`src/rtl/pipeline_pkg.sv`:
```
// pipeline_pkg: shared encodings for the MEM stage (result source, funct3 widths, MEM FSM states).
package pipeline_pkg;
  localparam logic [1:0] RES_ALU  = 2'b00;
  localparam logic [1:0] RES_LOAD = 2'b01;
  localparam logic [1:0] RES_PC4  = 2'b10;
  localparam logic [2:0] F3_B  = 3'b000;
  localparam logic [2:0] F3_H  = 3'b001;
  localparam logic [2:0] F3_W  = 3'b010;
  localparam logic [2:0] F3_BU = 3'b100;
  localparam logic [2:0] F3_HU = 3'b101;
  localparam int LANES = 4;
  typedef enum logic {IDLE, WAIT_R} mau_state_t;
endpackage

```
`src/rtl/lsu_lane_align.sv`:
```
// lsu_lane_align: store byte-enable/lane replication and load lane extract with sign/zero extension.
module lsu_lane_align
  import pipeline_pkg::*;
(
  input  logic [2:0]       funct3,
  input  logic [1:0]       addr_lo,
  input  logic [31:0]      store_data,
  input  logic [31:0]      rdata,
  output logic [LANES-1:0] be,
  output logic [31:0]      wdata,
  output logic [31:0]      load_data
);
  logic       is_b, is_h;
  logic [7:0] b;
  logic [15:0] h;
  // funct3[2] selects zero extension; any non-byte, non-half code is handled as a word
  always_comb begin
    is_b = funct3[1:0] == 2'b00;
    is_h = funct3[1:0] == 2'b01;
    be = is_b ? 4'b0001 << addr_lo : is_h ? 4'b0011 << {addr_lo[1], 1'b0} : 4'b1111;
    wdata = is_b ? {4{store_data[7:0]}} : is_h ? {2{store_data[15:0]}} : store_data;
    b = rdata[{addr_lo, 3'b000} +: 8];
    h = addr_lo[1] ? rdata[31:16] : rdata[15:0];
    load_data = is_b ? {{24{b[7] & !funct3[2]}}, b} : is_h ? {{16{h[15] & !funct3[2]}}, h} : rdata;
  end
endmodule

```
`src/rtl/mem_access_unit.sv`:
```
// mem_access_unit: MEM stage - one req/gnt/rvalid data access per load/store, stall control, MEM/WB register.
// Optional MEM_MISALIGN_TRAP_EN: suppress misaligned accesses and flag them on MisalignW.
module mem_access_unit
  import pipeline_pkg::*;
#(
  parameter int DATA_WIDTH = 32,
  parameter int ADDR_WIDTH = 32
) (
  input  logic                  clk,
  input  logic                  rst,
  input  logic                  RegWriteM,
  input  logic [1:0]            ResultSrcM,
  input  logic                  MemWriteM,
  input  logic [2:0]            funct3M,
  input  logic [DATA_WIDTH-1:0] ALUResultM,
  input  logic [DATA_WIDTH-1:0] WriteDataM,
  input  logic [4:0]            RdM,
  input  logic [DATA_WIDTH-1:0] PCPlus4M,
  output logic                  StallM,
  output logic                  dmem_req,
  output logic                  dmem_we,
  output logic [ADDR_WIDTH-1:0] dmem_addr,
  output logic [DATA_WIDTH-1:0] dmem_wdata,
  output logic [3:0]            dmem_be,
  input  logic                  dmem_gnt,
  input  logic                  dmem_rvalid,
  input  logic [DATA_WIDTH-1:0] dmem_rdata,
  output logic                  RegWriteW,
  output logic [1:0]            ResultSrcW,
  output logic [4:0]            RdW,
  output logic [DATA_WIDTH-1:0] ALUResultW,
  output logic [DATA_WIDTH-1:0] PCPlus4W,
  output logic [DATA_WIDTH-1:0] ReadDataW
`ifdef MEM_MISALIGN_TRAP_EN
  ,
  output logic                  MisalignW
`endif
);
  mau_state_t state, state_next;
  logic access, misalign, go;
  logic [DATA_WIDTH-1:0] load_data;

  assign access = MemWriteM | (ResultSrcM == RES_LOAD);
`ifdef MEM_MISALIGN_TRAP_EN
  assign misalign = access & ((funct3M[1:0] == 2'b01 & ALUResultM[0]) | (funct3M[1] & |ALUResultM[1:0]));
`else
  assign misalign = 1'b0;
`endif
  // requests are only raised from IDLE and never while reset is held
  assign go = rst & (state == IDLE) & access & !misalign;

  lsu_lane_align u_align (
    .funct3    (funct3M),
    .addr_lo   (ALUResultM[1:0]),
    .store_data(WriteDataM),
    .rdata     (dmem_rdata),
    .be        (dmem_be),
    .wdata     (dmem_wdata),
    .load_data (load_data)
  );

  assign dmem_req  = go;
  assign dmem_we   = go & MemWriteM;
  assign dmem_addr = {ALUResultM[ADDR_WIDTH-1:2], 2'b00};

  always_comb begin
    StallM = (state == WAIT_R) ? !dmem_rvalid : go & (!dmem_gnt | !MemWriteM);
    state_next = (state == WAIT_R) ? (dmem_rvalid ? IDLE : WAIT_R) :
                 (go & dmem_gnt & !MemWriteM) ? WAIT_R : IDLE;
  end

  always_ff @(posedge clk or negedge rst) begin
    if (!rst) begin
      state      <= IDLE;
      RegWriteW  <= 1'b0;
      ResultSrcW <= RES_ALU;
      RdW        <= '0;
      ALUResultW <= '0;
      PCPlus4W   <= '0;
      ReadDataW  <= '0;
`ifdef MEM_MISALIGN_TRAP_EN
      MisalignW  <= 1'b0;
`endif
    end else begin
      state      <= state_next;
      RegWriteW  <= RegWriteM & !StallM & !misalign;
      ResultSrcW <= StallM ? RES_ALU : ResultSrcM;
      RdW        <= RdM;
      ALUResultW <= ALUResultM;
      PCPlus4W   <= PCPlus4M;
      if (state == WAIT_R && dmem_rvalid) ReadDataW <= load_data;
`ifdef MEM_MISALIGN_TRAP_EN
      MisalignW  <= misalign;
`endif
    end
  end
endmodule

```
`config.mk`:
```
export PLATFORM = sky130hd
export DESIGN_NAME = mem_access_unit
export DESIGN_NICKNAME = d
export VERILOG_FILES = /design/src/rtl/pipeline_pkg.sv /design/src/rtl/lsu_lane_align.sv /design/src/rtl/mem_access_unit.sv
export SDC_FILE = /design/constraint.sdc
export NUM_CORES = 1
export LEC_CHECK = 0
export BUFFER_PORTS_ARGS = -buffer_cell sky130_fd_sc_hd__buf_2
export CAP_MARGIN = 10
export CORE_AREA = 4 4 121 123
export DETAILED_ROUTE_END_ITERATION = 8
export DIE_AREA = 0 0 125 127
export PLACE_DENSITY = 0.65
export SETUP_SLACK_MARGIN = 0.4
export SLEW_MARGIN = 10
export SYNTH_ARGS = -nofsm -noshare
export SYNTH_HDL_FRONTEND = slang
export SYNTH_SLANG_ARGS = --single-unit
export TNS_END_PERCENT = 50
```
`constraint.sdc`:
```
create_clock -name clk -period 1.6 [get_ports clk]
set_input_delay 0.16 -clock clk [delete_from_list [all_inputs] [get_ports clk]]
set_output_delay 0.16 -clock clk [all_outputs]
set_load 0.02 [all_outputs]
```
==> flow_summary.ini <==
[status]
run_status = complete, no violations

[logic_synthesis]
average_size_of_a_mapped_cell_sq_um = 12.1
syn_area_sq_mm = 0.00424
flop_and_latch_count_out_of_synthesis = 105
yosys_warnings = 0
post_synth_num_cell_types = 31
synthesis.instances = 351
synth-seq-area-share = 0.619

[sta]
setup_viol = 0
worst-slew-pin-transition_ns = 0.870
grt_setup_unrepaired = yes
clock-skew-final_ns = 0.00231
min_period_ns = 1.40
relSlewSlack = 0.419
finalMaxSlewViolations = 0
finalHoldViolations = 0
max_freq_mhz = 712
timing.final.crit_share = 0.878
setup_ws_ns = 0.196

[job]
drv_cap = 0

[worst_setup_path]
worst_path_max_delay_cell = sky130_fd_sc_hd__dfrtp_1
critical_path.cell_chain = nor2b_4 -> a21boi_2 -> buf_6
setup.worst_path.start_class = flip-flop
critical-path-max-stage-delay_ns = 0.42
critPathArrivalTime_ns = 1.24
total_buffers_and_inverters_traversed_by_the_critical_path = 1
worstSetupEndpointType = output port
cp_max_fo = 4
cp_data_required_time_ns = 1.44
critPathKind = reg2out
cp_top_family = flip-flops

[clock_tree]
root_buffer = sky130_fd_sc_hd__clkbuf_16
cts-root-to-sink-buffers = 2
cts.htree.levels = 3
cts_made_buffers = 9
tritoncts_num_sinks = 105
path_clk_slew_ns = 0.07
tritoncts = built
clock_latency_ns = 0.34

[global_route]
grt_max_degree = 106
first_global_vias = 4289
grt.overflow.total = 0
antenna_violations_before_repair = 0
first_pass_grt_wire_length_um = 25100
track_usage = 0.204

[cells_and_area]
filler_cell_count = 1243
synthToLayoutAreaGrowth_pct = 64.2
insertedDiodeCount = 0
ff_latch_area_sq_mm = 0.00263
finalNetCount = 848
layout.core_utilization = 0.510
drive_above_1_share = 0.549
post-route-cell-area_sq_mm = 0.00697
combined_area_of_the_multi_input_logic_cells_sq_mm = 0.00132

[drt]
drt_wl_total_um = 16600
route.detailed.vias_per_inst = 4.60
post-route-drc-count = 0
postRouteAntennaNets = 0
first_pass_iters = 4
routed-via-count = 4089
post_drt_wl_per_cell_um = 18.7
dr.first_iter.drc_count = 241

[power_and_ir_drop]
ir_worst_vdd_mv = 0.476
power.density_mw_per_mm2 = 1050
power.static_leakage_nw = 3.57

[floorplan]
core_region_area_sq_mm = 0.0137
die_area_sq_mm = 0.0159
die_width_um = 125
start_util = 0.311
die_h_um = 127
count_of_pins_on_the_block_boundary = 319
core.rowCount = 43

[place]
post-place-ws_ns = -0.0744
buffer_ports.inserted = 316
place_area_sq_mm = 0.00581
gp_routability_congestion = 0.937
hpwlAfterDp_um = 12400

[worst_hold_path]
hold_path.class = in2reg
==> what timing repair did <==
item                       in CTS  in global routing
hold buffers                   68                  0
setup buffers                   1                  0
setup endpoints to repair      55                 44
cloned                          2                  0
resized for setup              32                 12
hold endpoints to repair      172                  0
pin swaps                       3                  0
==> worst paths after layout <==
kind | slack [ns] | from | end | depth (start not counted)
max | 0.20 | state | dmem_req | 3
min | 0.04 | RegWriteM | RegWriteW | 2
max reg2reg | 0.23 | state | ReadDataW[3] | 4
min reg2reg | 0.50 | ReadDataW[19] | ReadDataW[19] | 2
max in group asynchronous | 0.67 | rst | ReadDataW[11] | 3
min in group asynchronous | 0.49 | rst | state | 3
==> per-stage QoR <==
step | total power, mW | setup TNS, ns | instances | hold slack (ns)
floorplan | 4.29 | 0 | 352 | -0.136
global placement | 5.13 | 0 | 802 | 0.269
detailed placement | 5.17 | -0.640 | 802 | 0.269
CTS | 7.43 | 0 | 888 | 0.0267
global route | 7.70 | 0 | 888 | 0.0208
finish | 7.34 | 0 | 888 | 0.0391
==> cells in the mapped netlist <==
library cell | instances | area, sq um
sky130_fd_sc_hd__o21bai_1 | 2 | 15.0
sky130_fd_sc_hd__nor2_1 | 25 | 93.8
sky130_fd_sc_hd__a21boi_0 | 2 | 15.0
sky130_fd_sc_hd__nor2b_1 | 3 | 18.8
sky130_fd_sc_hd__a221o_1 | 8 | 80.1
sky130_fd_sc_hd__nor3b_1 | 1 | 7.51
sky130_fd_sc_hd__buf_2 | 7 | 35.0
sky130_fd_sc_hd__a21oi_1 | 16 | 80.1
sky130_fd_sc_hd__buf_1 | 1 | 3.75
sky130_fd_sc_hd__and2_1 | 6 | 37.5
sky130_fd_sc_hd__nor2_2 | 1 | 6.26
sky130_fd_sc_hd__a221oi_1 | 8 | 70.1
sky130_fd_sc_hd__nand3_1 | 17 | 85.1
sky130_fd_sc_hd__a31oi_1 | 1 | 6.26
sky130_fd_sc_hd__nand2b_1 | 3 | 18.8
sky130_fd_sc_hd__o22a_1 | 1 | 8.76
sky130_fd_sc_hd__o211ai_1 | 1 | 7.51
sky130_fd_sc_hd__nand2_1 | 19 | 71.3
sky130_fd_sc_hd__dfrtp_1 | 105 | 2630
sky130_fd_sc_hd__conb_1 | 1 | 3.75
sky130_fd_sc_hd__nor3_1 | 3 | 15.0
sky130_fd_sc_hd__buf_4 | 40 | 300
sky130_fd_sc_hd__a32oi_1 | 7 | 61.3
sky130_fd_sc_hd__buf_6 | 2 | 22.5
sky130_fd_sc_hd__inv_1 | 3 | 11.3
sky130_fd_sc_hd__o311ai_2 | 1 | 16.3
sky130_fd_sc_hd__mux2i_1 | 10 | 100
sky130_fd_sc_hd__mux2_2 | 23 | 259
sky130_fd_sc_hd__o21ai_0 | 19 | 95.1
sky130_fd_sc_hd__clkbuf_1 | 11 | 41.3
sky130_fd_sc_hd__a21o_1 | 4 | 30.0
==> layer usage <==
metal / share of wire / global-route usage
met3: 0.084 / 0.0564
met5: 0 / 0
met1: 0.34 / 0.219
met2: 0.55 / 0.393
met4: 0.022 / 0.0574
==> registers in the layout, indices dropped and copies added, names as in the netlist <==
name / cells
state: 1
ALUResultW: 32
PCPlus4W: 32
ReadDataW: 32
RdW: 5
ResultSrcW: 2
RegWriteW: 1
==> where the power goes <==
part | internal, mW | leakage [nW] | switching, mW
logic | 0.828 | 2.19 | 1.26
clock network | 1.07 | 0.136 | 0.999
registers | 3.00 | 1.24 | 0.177
==> logic make-up (layout without fill, tap and decap cells) <==
logic type	count (synthesis)	after routing	synth area share
other	1	2	0.000884
AOI/OAI and AO/OA	70	70	0.114
buffers and inverters	64	420	0.0976
DFF	105	105	0.619
and+or+nand+nor	78	78	0.0834
muxes	33	33	0.0846
==> area by class of cell <==
type / instances / area share
clock buffer: 9 / 0.0323
clock inverter: 6 / 0.00754
inverter: 3 / 0.00162
multi-input combinational: 183 / 0.189
sequential: 105 / 0.377
tap: 180 / 0.0323
timing repair buffer: 402 / 0.360
==> cell usage in the layout, fill, tap and decap left out, types with 3 or more instances in the layout <==
| master | Yosys | final |
|---|---|---|
| sky130_fd_sc_hd__a21o_1 | 4 | 3 |
| sky130_fd_sc_hd__a221oi_2 | 0 | 4 |
| sky130_fd_sc_hd__and2_1 | 6 | 4 |
| sky130_fd_sc_hd__mux2_2 | 23 | 23 |
| sky130_fd_sc_hd__clkbuf_16 | 0 | 9 |
| sky130_fd_sc_hd__buf_12 | 0 | 3 |
| sky130_fd_sc_hd__buf_4 | 40 | 13 |
| sky130_fd_sc_hd__dfrtp_1 | 105 | 105 |
| sky130_fd_sc_hd__a221oi_1 | 8 | 4 |
| sky130_fd_sc_hd__a221o_1 | 8 | 8 |
| sky130_fd_sc_hd__o21ai_0 | 19 | 17 |
| sky130_fd_sc_hd__mux2i_1 | 10 | 10 |
| sky130_fd_sc_hd__buf_2 | 7 | 308 |
| sky130_fd_sc_hd__nor2_1 | 25 | 25 |
| sky130_fd_sc_hd__nand2_1 | 19 | 18 |
| sky130_fd_sc_hd__buf_6 | 2 | 8 |
| sky130_fd_sc_hd__a32oi_1 | 7 | 7 |
| sky130_fd_sc_hd__nand3_1 | 17 | 17 |
| sky130_fd_sc_hd__dlygate4sd3_1 | 0 | 68 |
| sky130_fd_sc_hd__a21oi_1 | 16 | 16 |
(Power assumes the default switching activity.)
